**config.mk**
```make
export PLATFORM = sky130hd
export DESIGN_NAME = rgb_byte_assembler
export DESIGN_NICKNAME = d
export VERILOG_FILES = /design/src/rtl/img_pkg.sv /design/src/rtl/pixel_xy_counter.sv /design/src/rtl/rgb_byte_assembler.sv
export SDC_FILE = /design/constraint.sdc
export NUM_CORES = 1
export LEC_CHECK = 0
export ABC_AREA = 1
export BUFFER_PORTS_ARGS = -buffer_cell sky130_fd_sc_hd__buf_2
export CORE_ASPECT_RATIO = 1.5
export CORE_MARGIN = 5
export CORE_UTILIZATION = 56
export CTS_BUF_LIST = sky130_fd_sc_hd__clkbuf_16
export DETAILED_ROUTE_END_ITERATION = 12
export PLACE_DENSITY = 0.79
export SKIP_CTS_REPAIR_TIMING = 1
export SLEW_MARGIN = 20
export SYNTH_ARGS = -nofsm -noshare
export SYNTH_HDL_FRONTEND = slang
export SYNTH_SLANG_ARGS = --single-unit
```
**constraint.sdc**
```tcl
create_clock -name clk -period 1.4 [get_ports clk]
set_input_delay 0.07 -clock clk [delete_from_list [all_inputs] [get_ports clk]]
set_output_delay 0.07 -clock clk [all_outputs]
set_load 0.03 [all_outputs]
```
**src/rtl/img_pkg.sv**
```systemverilog
// Shared image-pipeline definitions: byte phase encoding, default frame geometry, pixel width.
package img_pkg;

  typedef enum logic [1:0] {
    PH_R = 2'd0,
    PH_G = 2'd1,
    PH_B = 2'd2
  } phase_t;

  localparam int DEF_IMG_WIDTH  = 64;
  localparam int DEF_IMG_HEIGHT = 64;
  localparam int PIX_W          = 8;
  // Wide enough for the largest supported geometry (4096).
  localparam int CNT_W          = 12;

endpackage

```
**src/rtl/pixel_xy_counter.sv**
```systemverilog
// Column/line position counters with wrap; flags describe the pixel at the current position.
module pixel_xy_counter
  import img_pkg::*;
#(
  parameter int IMG_WIDTH  = DEF_IMG_WIDTH,
  parameter int IMG_HEIGHT = DEF_IMG_HEIGHT
) (
  input  logic clk,
  input  logic rst,
  input  logic clear,
  input  logic advance,
  output logic sof,
  output logic eol,
  output logic eof
);

  localparam logic [CNT_W-1:0] LAST_X = CNT_W'(IMG_WIDTH - 1);
  localparam logic [CNT_W-1:0] LAST_Y = CNT_W'(IMG_HEIGHT - 1);

  logic [CNT_W-1:0] x;
  logic [CNT_W-1:0] y;

  always_ff @(posedge clk) begin
    if (rst || clear) begin
      x <= '0;
      y <= '0;
    end else if (advance) begin
      if (x == LAST_X) begin
        x <= '0;
        y <= (y == LAST_Y) ? '0 : y + 1'b1;
      end else begin
        x <= x + 1'b1;
      end
    end
  end

  assign sof = (x == '0) && (y == '0);
  assign eol = (x == LAST_X);
  assign eof = eol && (y == LAST_Y);

endmodule

```
**src/rtl/rgb_byte_assembler.sv**
```systemverilog
// Packs an R,G,B byte stream into pixels held in a single-entry output register with position flags.
module rgb_byte_assembler
  import img_pkg::*;
#(
  parameter int IMG_WIDTH  = DEF_IMG_WIDTH,
  parameter int IMG_HEIGHT = DEF_IMG_HEIGHT
) (
  input  logic             clk,
  input  logic             rst,
  input  logic [PIX_W-1:0] byte_in,
  input  logic             byte_valid,
  output logic             byte_ready,
  input  logic             frame_start,
  output logic [PIX_W-1:0] r_out,
  output logic [PIX_W-1:0] g_out,
  output logic [PIX_W-1:0] b_out,
  output logic             pix_valid,
  input  logic             pix_ready,
  output logic             sof,
  output logic             eol,
  output logic             eof,
  output logic [15:0]      frame_count
);

  phase_t           phase;
  logic [PIX_W-1:0] r_hold;
  logic [PIX_W-1:0] g_hold;
  logic             accept;
  logic             load;
  logic             handshake;
  logic             pos_sof;
  logic             pos_eol;
  logic             pos_eof;

  // Only a B byte needs the output register, so stall just that phase.
  assign byte_ready = !((phase == PH_B) && pix_valid && !pix_ready);
  assign accept     = byte_valid && byte_ready;
  assign load       = accept && (phase == PH_B) && !frame_start;
  assign handshake  = pix_valid && pix_ready;

  pixel_xy_counter #(
    .IMG_WIDTH (IMG_WIDTH),
    .IMG_HEIGHT(IMG_HEIGHT)
  ) u_xy (
    .clk    (clk),
    .rst    (rst),
    .clear  (frame_start),
    .advance(load),
    .sof    (pos_sof),
    .eol    (pos_eol),
    .eof    (pos_eof)
  );

  always_ff @(posedge clk) begin
    if (rst) begin
      phase       <= PH_R;
      r_hold      <= '0;
      g_hold      <= '0;
      r_out       <= '0;
      g_out       <= '0;
      b_out       <= '0;
      sof         <= 1'b0;
      eol         <= 1'b0;
      eof         <= 1'b0;
      pix_valid   <= 1'b0;
      frame_count <= '0;
    end else begin
      if (handshake && eof)
        frame_count <= frame_count + 16'd1;

      if (frame_start) begin
        // A byte arriving with the resync pulse is R of pixel (0,0).
        if (accept) begin
          r_hold <= byte_in;
          phase  <= PH_G;
        end else begin
          phase  <= PH_R;
        end
      end else if (accept) begin
        case (phase)
          PH_R: begin
            r_hold <= byte_in;
            phase  <= PH_G;
          end
          PH_G: begin
            g_hold <= byte_in;
            phase  <= PH_B;
          end
          default: phase <= PH_R;
        endcase
      end

      if (load) begin
        r_out     <= r_hold;
        g_out     <= g_hold;
        b_out     <= byte_in;
        sof       <= pos_sof;
        eol       <= pos_eol;
        eof       <= pos_eof;
        pix_valid <= 1'b1;
      end else if (handshake) begin
        pix_valid <= 1'b0;
      end
    end
  end

endmodule
```
# Word-level counts from Yosys, hierarchy flattened
# Index checks and enable logic that the tools add are counted.
classes:
  n_mux: 12
  n_eq_ne: 4
  bitwise_logic: 1
  addsub: 3
  n_reduce_logical: 22
ops:
  columns: ["op", "count"]
  rows:
  - ["8-bit two-way mux", 4]
  - ["12-bit by 1-bit adder with 12-bit output (second input constant)", 2]
  - ["12-bit by 6-bit equality test with 1-bit output (second input constant)", 2]
  - ["12-bit zero test", 2]
  - ["12-bit two-way mux", 2]
  - ["16-bit by 1-bit adder with 16-bit output (second input constant)", 1]
  - ["1-bit logical AND", 9]
  - ["2-bit nonzero test", 3]
  - ["2-bit two-way mux", 2]
  - ["2-bit case mux with 2 select lines", 1]
  - ["2-bit AND reduction", 2]
  - ["1-bit zero test", 3]
  - ["1-bit two-way mux", 3]
  - ["3-bit AND reduction", 1]
  - ["2-bit by 1-bit equality test with 1-bit output (second input constant)", 1]
  - ["2-bit equality test (second input constant)", 1]
  - ["2-bit zero test", 1]
  - ["1-bit logical OR", 1]
  - ["1-bit NOT", 1]
word_totals:
  ff_bits: 86
  word_cells: 55
  input_bits: 13
  output_inout_bits: 45

# Depth between registers and ports, before layout
depth:
  word_depth: 8
  depth_mapped: 10
  depth_no_buf: 9

# Hierarchy
# From an unflattened synthesis, not the netlist that was laid out.
unflattened:
  cells_unflattened: 550
  area_unflattened_um2: 3888.7
modules_own_cells:
  columns: ["mod", "area_each_um2", "cells_each", "seq_area_each_um2", "n_inst"]
  rows:
  - ["rgb_byte_assembler", 2521.2, 330, 1241.2, 1]
  - ["pixel_xy_counter", 1367.6, 220, 480.5, 1]

# Worst setup path before layout
# No wires, ideal clock.
synth_path:
  path_kind: "reg-to-reg"
  from: "register pix_valid"
  to: "register r_hold[7]"
  required_ns: 1.330
  setup_time_ns: 0.070
  path_stages_with_launch: 8
  arrival_time_ns: 1.595
  path_buffers: 1
  synth_period_minus_slack_ns: 1.665
  slack_ns: -0.265
  path_cell_list: "dfxtp_1 > nand2_1 > inv_1 > nand2_1 > nand3_1 > buf_2 > o21ai_0 > a21oi_1"
synth_between:
  elab_chain_cells: 5
synth_rtl:
  columns: ["element", "line", "text"]
  rows:
  - ["start: declaration", "rgb_byte_assembler.sv:17", "output logic pix_valid,"]
  - ["start signal: assignment", "rgb_byte_assembler.sv:65", "pix_valid <= 1'b0;"]
  - ["start signal: assignment", "rgb_byte_assembler.sv:100", "pix_valid <= 1'b1;"]
  - ["start signal: assignment", "rgb_byte_assembler.sv:102", "pix_valid <= 1'b0;"]
  - ["1-bit logical AND (2 in series)", "rgb_byte_assembler.sv:36", "assign byte_ready = !((phase == PH_B) && pix_valid && !pix_ready);"]
  - ["1-bit zero test", "rgb_byte_assembler.sv:36", null]
  - ["net byte_ready", "rgb_byte_assembler.sv:12", "output logic byte_ready,"]
  - ["1-bit logical AND", "rgb_byte_assembler.sv:37", "assign accept = byte_valid && byte_ready;"]
  - ["2-bit AND reduction (no source line)", null, null]
  - ["end signal: assignment", "rgb_byte_assembler.sv:74", "r_hold <= byte_in;"]
  - ["end signal: assignment", "rgb_byte_assembler.sv:82", "r_hold <= byte_in;"]
  - ["end: declaration", "rgb_byte_assembler.sv:26", "logic [PIX_W-1:0] r_hold;"]
# The timed path passes the listed nets, and every way through them passes these cells.
# A chain may end at the register's enable or synchronous reset.

# Worst setup path after layout
layout_path:
  from: "register phase[1]"
  to: "register u_xy.y[11]"
layout_between:
  elab_chain_cells: 8
layout_rtl:
  columns: ["element", "line", "text"]
  rows:
  - ["start: declaration", "rgb_byte_assembler.sv:25", "phase_t phase;"]
  - ["start signal: assignment", "rgb_byte_assembler.sv:56", "phase <= PH_R;"]
  - ["start signal: assignment", "rgb_byte_assembler.sv:75", "phase <= PH_G;"]
  - ["start signal: assignment", "rgb_byte_assembler.sv:77", "phase <= PH_R;"]
  - ["2-bit equality test *", "rgb_byte_assembler.sv:36, rgb_byte_assembler.sv:38", null]
  - ["1-bit logical AND (2 in series)", "rgb_byte_assembler.sv:36", null]
  - ["1-bit zero test", "rgb_byte_assembler.sv:36", null]
  - ["1-bit logical AND", "rgb_byte_assembler.sv:37", null]
  - ["1-bit logical AND * (2 in series)", "rgb_byte_assembler.sv:38", "assign load = accept && (phase == PH_B) && !frame_start;"]
  - ["2-bit AND reduction (no source line) *", null, null]
  - ["end signal: assignment", "pixel_xy_counter.sv:30", "y <= (y == LAST_Y) ? '0 : y + 1'b1;"]
  - ["end: declaration", "pixel_xy_counter.sv:21", "logic [CNT_W-1:0] y;"]
# Every way passes the cells marked *; elsewhere a longest branch is shown, timed or not.

==> results.md <==
Outcome:
- The run finished, with violations left.
- The final reports fail on negative setup slack.

Cells and area:
- Compared with the post-synthesis result, the final layout area differs by 29.0%.
- The number of diodes is 0.
- The number of non-filler instances in the completed layout is 716.
- The total number of nets in the final design is roughly 650.
- The total of fill cells in the finished design is about 530.
- The total non-filler cell area in the finished layout is 0.00493 sq mm.
- The proportion of layout cells with a drive suffix above 1 is 25.5%.

Critical path:
- The endpoint identified for the worst register-to-register timing path is u_xy.y[11].
- The capturing element type of the critical path is a register.
- In this run the critical register-to-register path is launched from phase[1].
- Of all nets on the critical path, the largest fanout is 5.
- The endpoint of the most critical setup path is u_xy.y[11].
- Tracing the worst setup path back leads to its startpoint at phase[1].
- The register-to-register setup slack is -50 ps.
- The sort of element at the start of the critical path is a register.
- The worst path required time is 1670 ps.
- The count of cells along the worst register-to-register path is 9.
- The worst setup path is of the reg -> reg kind.
- Data arrives at the worst endpoint at 1720 ps.

Logic synthesis:
- Counting flops and latches in the post-synthesis netlist gives 86.
- Synthesis instantiated 28 different standard cells from the library.
- The number of synthesized flops with an enable pin is 0.
- The mean instance size in the synthesized netlist is 7.05 sq um.
- The post-synthesis cell area is 0.00382 sq mm.
- Sequential elements use 45.1% of the synthesized area.
- The most used flip-flop cell after synthesis is sky130_fd_sc_hd__dfxtp_1.
- The post-synthesis net count is 560.
- The async set or reset register ratio after synthesis is 0%.
- The instance count of the mapped netlist is 542.
- The Yosys step of the flow raised 0 warnings.

Global route:
- The number of antenna violations at the first check in global routing is 0.
- The first global-routing pass estimated 15,300 um of wire.
- Entering global routing, the biggest net connects 54 pins.
- Summed over all layers, the global routing overflow is 0.
- The number of global-route vias before repair is around 3.6k.
- Global routing consumed, over all layers together, a little over a fifth of the routing resources.

Detailed routing:
- The detail-routed via count per cell is 5.31.
- The first TritonRoute pass finished after 5 iterations.
- The vias after detailed routing is 3,803.
- Summed over all layers, the routed wires come to 9790 um.
- The count of nets left with antenna violations once routing finished came out at 0.
- The DRC violation total after the first TritonRoute iteration is 200.
- The routed wire length per instance is 13.7 um.
- The number of remaining DRC errors is 0.

Timing:
- The setup violation total in the final timing report is 17.
- For the pin with the worst max-slew slack, the measured transition is around 430 ps.
- In this run the tightest slew margin relative to its limit is 71.2%.
- In the finished design, the share of the clock period the worst path needs comes to 103%.
- The final-report max-slew violation count is 0.
- Timing would allow up to 690 MHz.
- The clock tree skew after final layout is between 7 and 8 ps.
- Setup repair after global routing could not meet its margin everywhere.
- The total count of hold-check failures in the final report was 0.
- The final critical delay including setup and external delays is 1450 ps.
- The least setup slack across all paths after layout is -49.0 ps.
- The tightest hold margin is between 10 and 15 ps.

Pwr:
- The cell leakage power is 2.16 nW.
- The sum of internal, switching and leakage power is 0.00492 W.
- VDD sags by at most 686 uV.
- Dividing total power by cell area gives a power density of 998 mW/mm^2.

Floorplanning:
- The floorplan die height is between 100 and 150 um.
- The number of placement rows is 37.
- The x dimension of the die is 77.4 um.
- The core outline area is between 0.006 and 0.007 sq mm.
- The die covers around 0.0086 sq mm.
- The starting density of the core is 56.5%.
- For this design the top-level I/O count stands at between 50 and 60.

Place:
- The setup slack at placement is -18.7 ps.
- In this run the cell area measured after placement is 0.00438 sq mm.
- The number of placed instances, taps included, is 689.
- The routability-driven placement congestion ratio is slightly above 0.9.
- The final HPWL from detailed placement is between 6000 and 7000 um.
- Port buffering added 57 buffers.

Clock network:
- The TritonCTS buffer count is 9.
- The latest clock arrival within the worst-skew pair is 340 ps.
- The longest clock path from root to sink contains 2 buffers.
- The tree is rooted in a sky130_fd_sc_hd__clkbuf_16.
- The number of H-tree branching levels is 3.
- The clock tree from TritonCTS is yes.
- The tree built by TritonCTS fans out to 86 sinks.
- The CTS clock-pin slew for the worst setup and hold paths is 60 ps.

Job:
- Across the run, the number of max-cap violations was 0.

Worst hold path:
- The worst hold path class is in -> reg.
==> how the worst min path moves through the flow <==
stage                     cells after the start       end        from  slack, ps
after global placement                        3  b_out[3]  byte_in[3]        350
after detailed placement                      3  b_out[4]  byte_in[4]        360
after CTS                                     3  b_out[2]  byte_in[2]          5
final                                         3  b_out[3]  byte_in[3]         10
after global routing                          3  b_out[4]  byte_in[4]         20
after floorplan                               2  b_out[2]  byte_in[2]        230
==> worst max-delay path, cell delays in order, from the launching register on <==
cell and delay (ps):
sky130_fd_sc_hd__dfxtp_2 340, sky130_fd_sc_hd__inv_2 50, sky130_fd_sc_hd__nor2_4 130, sky130_fd_sc_hd__nand3_2 90, sky130_fd_sc_hd__nor2_4 230, sky130_fd_sc_hd__nand2_4 90, sky130_fd_sc_hd__buf_6 140, sky130_fd_sc_hd__nor2_4 160
sky130_fd_sc_hd__nand2_1 70, sky130_fd_sc_hd__o21ai_1 60
==> flip-flops by register name, indices dropped and copies added (netlist names) <==
register / flops
eol: 1
b_out: 8
u_xy.x: 12
phase: 2
g_hold: 8
u_xy.y: 12
g_out: 8
eof: 1
frame_count: 16
sof: 1
r_hold: 8
pix_valid: 1
r_out: 8
==> cells in the mapped netlist, types with 2 or more instances <==
cell type | n | area (sq um)
sky130_fd_sc_hd__o21ai_0 | 55 | 275
sky130_fd_sc_hd__inv_1 | 69 | 259
sky130_fd_sc_hd__a21oi_1 | 56 | 280
sky130_fd_sc_hd__dfxtp_1 | 86 | 1720
sky130_fd_sc_hd__nor3_1 | 12 | 60.1
sky130_fd_sc_hd__nand2_2 | 3 | 18.8
sky130_fd_sc_hd__clkbuf_1 | 4 | 15.0
sky130_fd_sc_hd__nand4_1 | 10 | 62.6
sky130_fd_sc_hd__nor2_1 | 85 | 319
sky130_fd_sc_hd__xor2_1 | 4 | 35.0
sky130_fd_sc_hd__nand2_1 | 98 | 368
sky130_fd_sc_hd__nor3b_1 | 2 | 15.0
sky130_fd_sc_hd__buf_2 | 9 | 45.0
sky130_fd_sc_hd__nand3_1 | 26 | 130
sky130_fd_sc_hd__nor2_4 | 4 | 45.0
sky130_fd_sc_hd__o21ai_2 | 2 | 17.5
sky130_fd_sc_hd__nand3_2 | 2 | 20.0
sky130_fd_sc_hd__ha_1 | 5 | 62.6
==> routing by layer <==
metal	track usage (%)	vias up	wire length (um)	part of all wire, %
met5	0	-	0	0
met4	11.2	0	296	3.0
met3	4.55	26	482	4.9
met2	38.7	103	5180	53
met1	23.3	1745	3840	39
li1	-	1929	-	-
==> where the power goes <==
group	internal [W]	leakage, nW	switching [W]
clock	0.00120	0.134	0.000999
sequential	0.00248	0.702	0.0000136
combinational	0.0000768	1.32	0.000146
total	0.00376	2.16	0.00116
==> cell families (layout without fill, tap and decap cells) <==
kind of cell / Yosys count / after routing / synth area share (%)
buf+inv: 86 / 181 / 9.04
compound gates: 115 / 115 / 15.4
flops: 86 / 86 / 45.1
xor+xnor: 4 / 4 / 0.917
simple gates: 246 / 247 / 28.0
fa+ha+maj: 5 / 5 / 1.64
==> metrics by stage <==
stage | TNS [ps] | utilization (%)
6_report | -405 | 72.9
5_1_grt | -3750 | 72.9
4_1_cts | -592 | 68.8
3_5_place_dp | -34.0 | 64.8
3_3_place_gp | 0 | 64.8
2_1_floorplan | 0 | -
==> cell type report <==
| cell class | instances | area [sq um] | area share, % |
|---|---|---|---|
| Clock inverter | 7 | 47.5 | 0.965 |
| Clock buffer | 9 | 225 | 4.57 |
| Sequential cell | 86 | 1740 | 35.3 |
| Inverter | 70 | 263 | 5.33 |
| Multi-Input combinational cell | 371 | 1890 | 38.4 |
| Timing Repair Buffer | 95 | 662 | 13.4 |
| Tap cell | 78 | 97.6 | 1.98 |
==> cells in the final DEF, fill, tap and decap left out, types with 2 or more instances in the layout <==
cell type	n
sky130_fd_sc_hd__inv_6	2
sky130_fd_sc_hd__nor3b_1	2
sky130_fd_sc_hd__o21ai_2	2
sky130_fd_sc_hd__nand2_2	5
sky130_fd_sc_hd__dfxtp_2	12
sky130_fd_sc_hd__a21oi_1	54
sky130_fd_sc_hd__nor2_2	9
sky130_fd_sc_hd__buf_6	5
sky130_fd_sc_hd__nand3_2	4
sky130_fd_sc_hd__nor2_4	8
sky130_fd_sc_hd__nand4_1	10
sky130_fd_sc_hd__inv_2	2
sky130_fd_sc_hd__nand3_1	23
sky130_fd_sc_hd__buf_2	57
sky130_fd_sc_hd__xor2_1	4
sky130_fd_sc_hd__o21ai_1	13
sky130_fd_sc_hd__ha_1	4
sky130_fd_sc_hd__nand2_4	2
sky130_fd_sc_hd__dfxtp_1	73
sky130_fd_sc_hd__clkinv_2	2
sky130_fd_sc_hd__clkbuf_16	11
sky130_fd_sc_hd__buf_12	3
sky130_fd_sc_hd__nand3_4	2
sky130_fd_sc_hd__inv_1	68
sky130_fd_sc_hd__nor3_1	10
sky130_fd_sc_hd__nand2_1	95
sky130_fd_sc_hd__a21oi_2	2
sky130_fd_sc_hd__o21ai_0	42
sky130_fd_sc_hd__buf_4	28
sky130_fd_sc_hd__nor2_1	73
(Power assumes the default switching activity.)
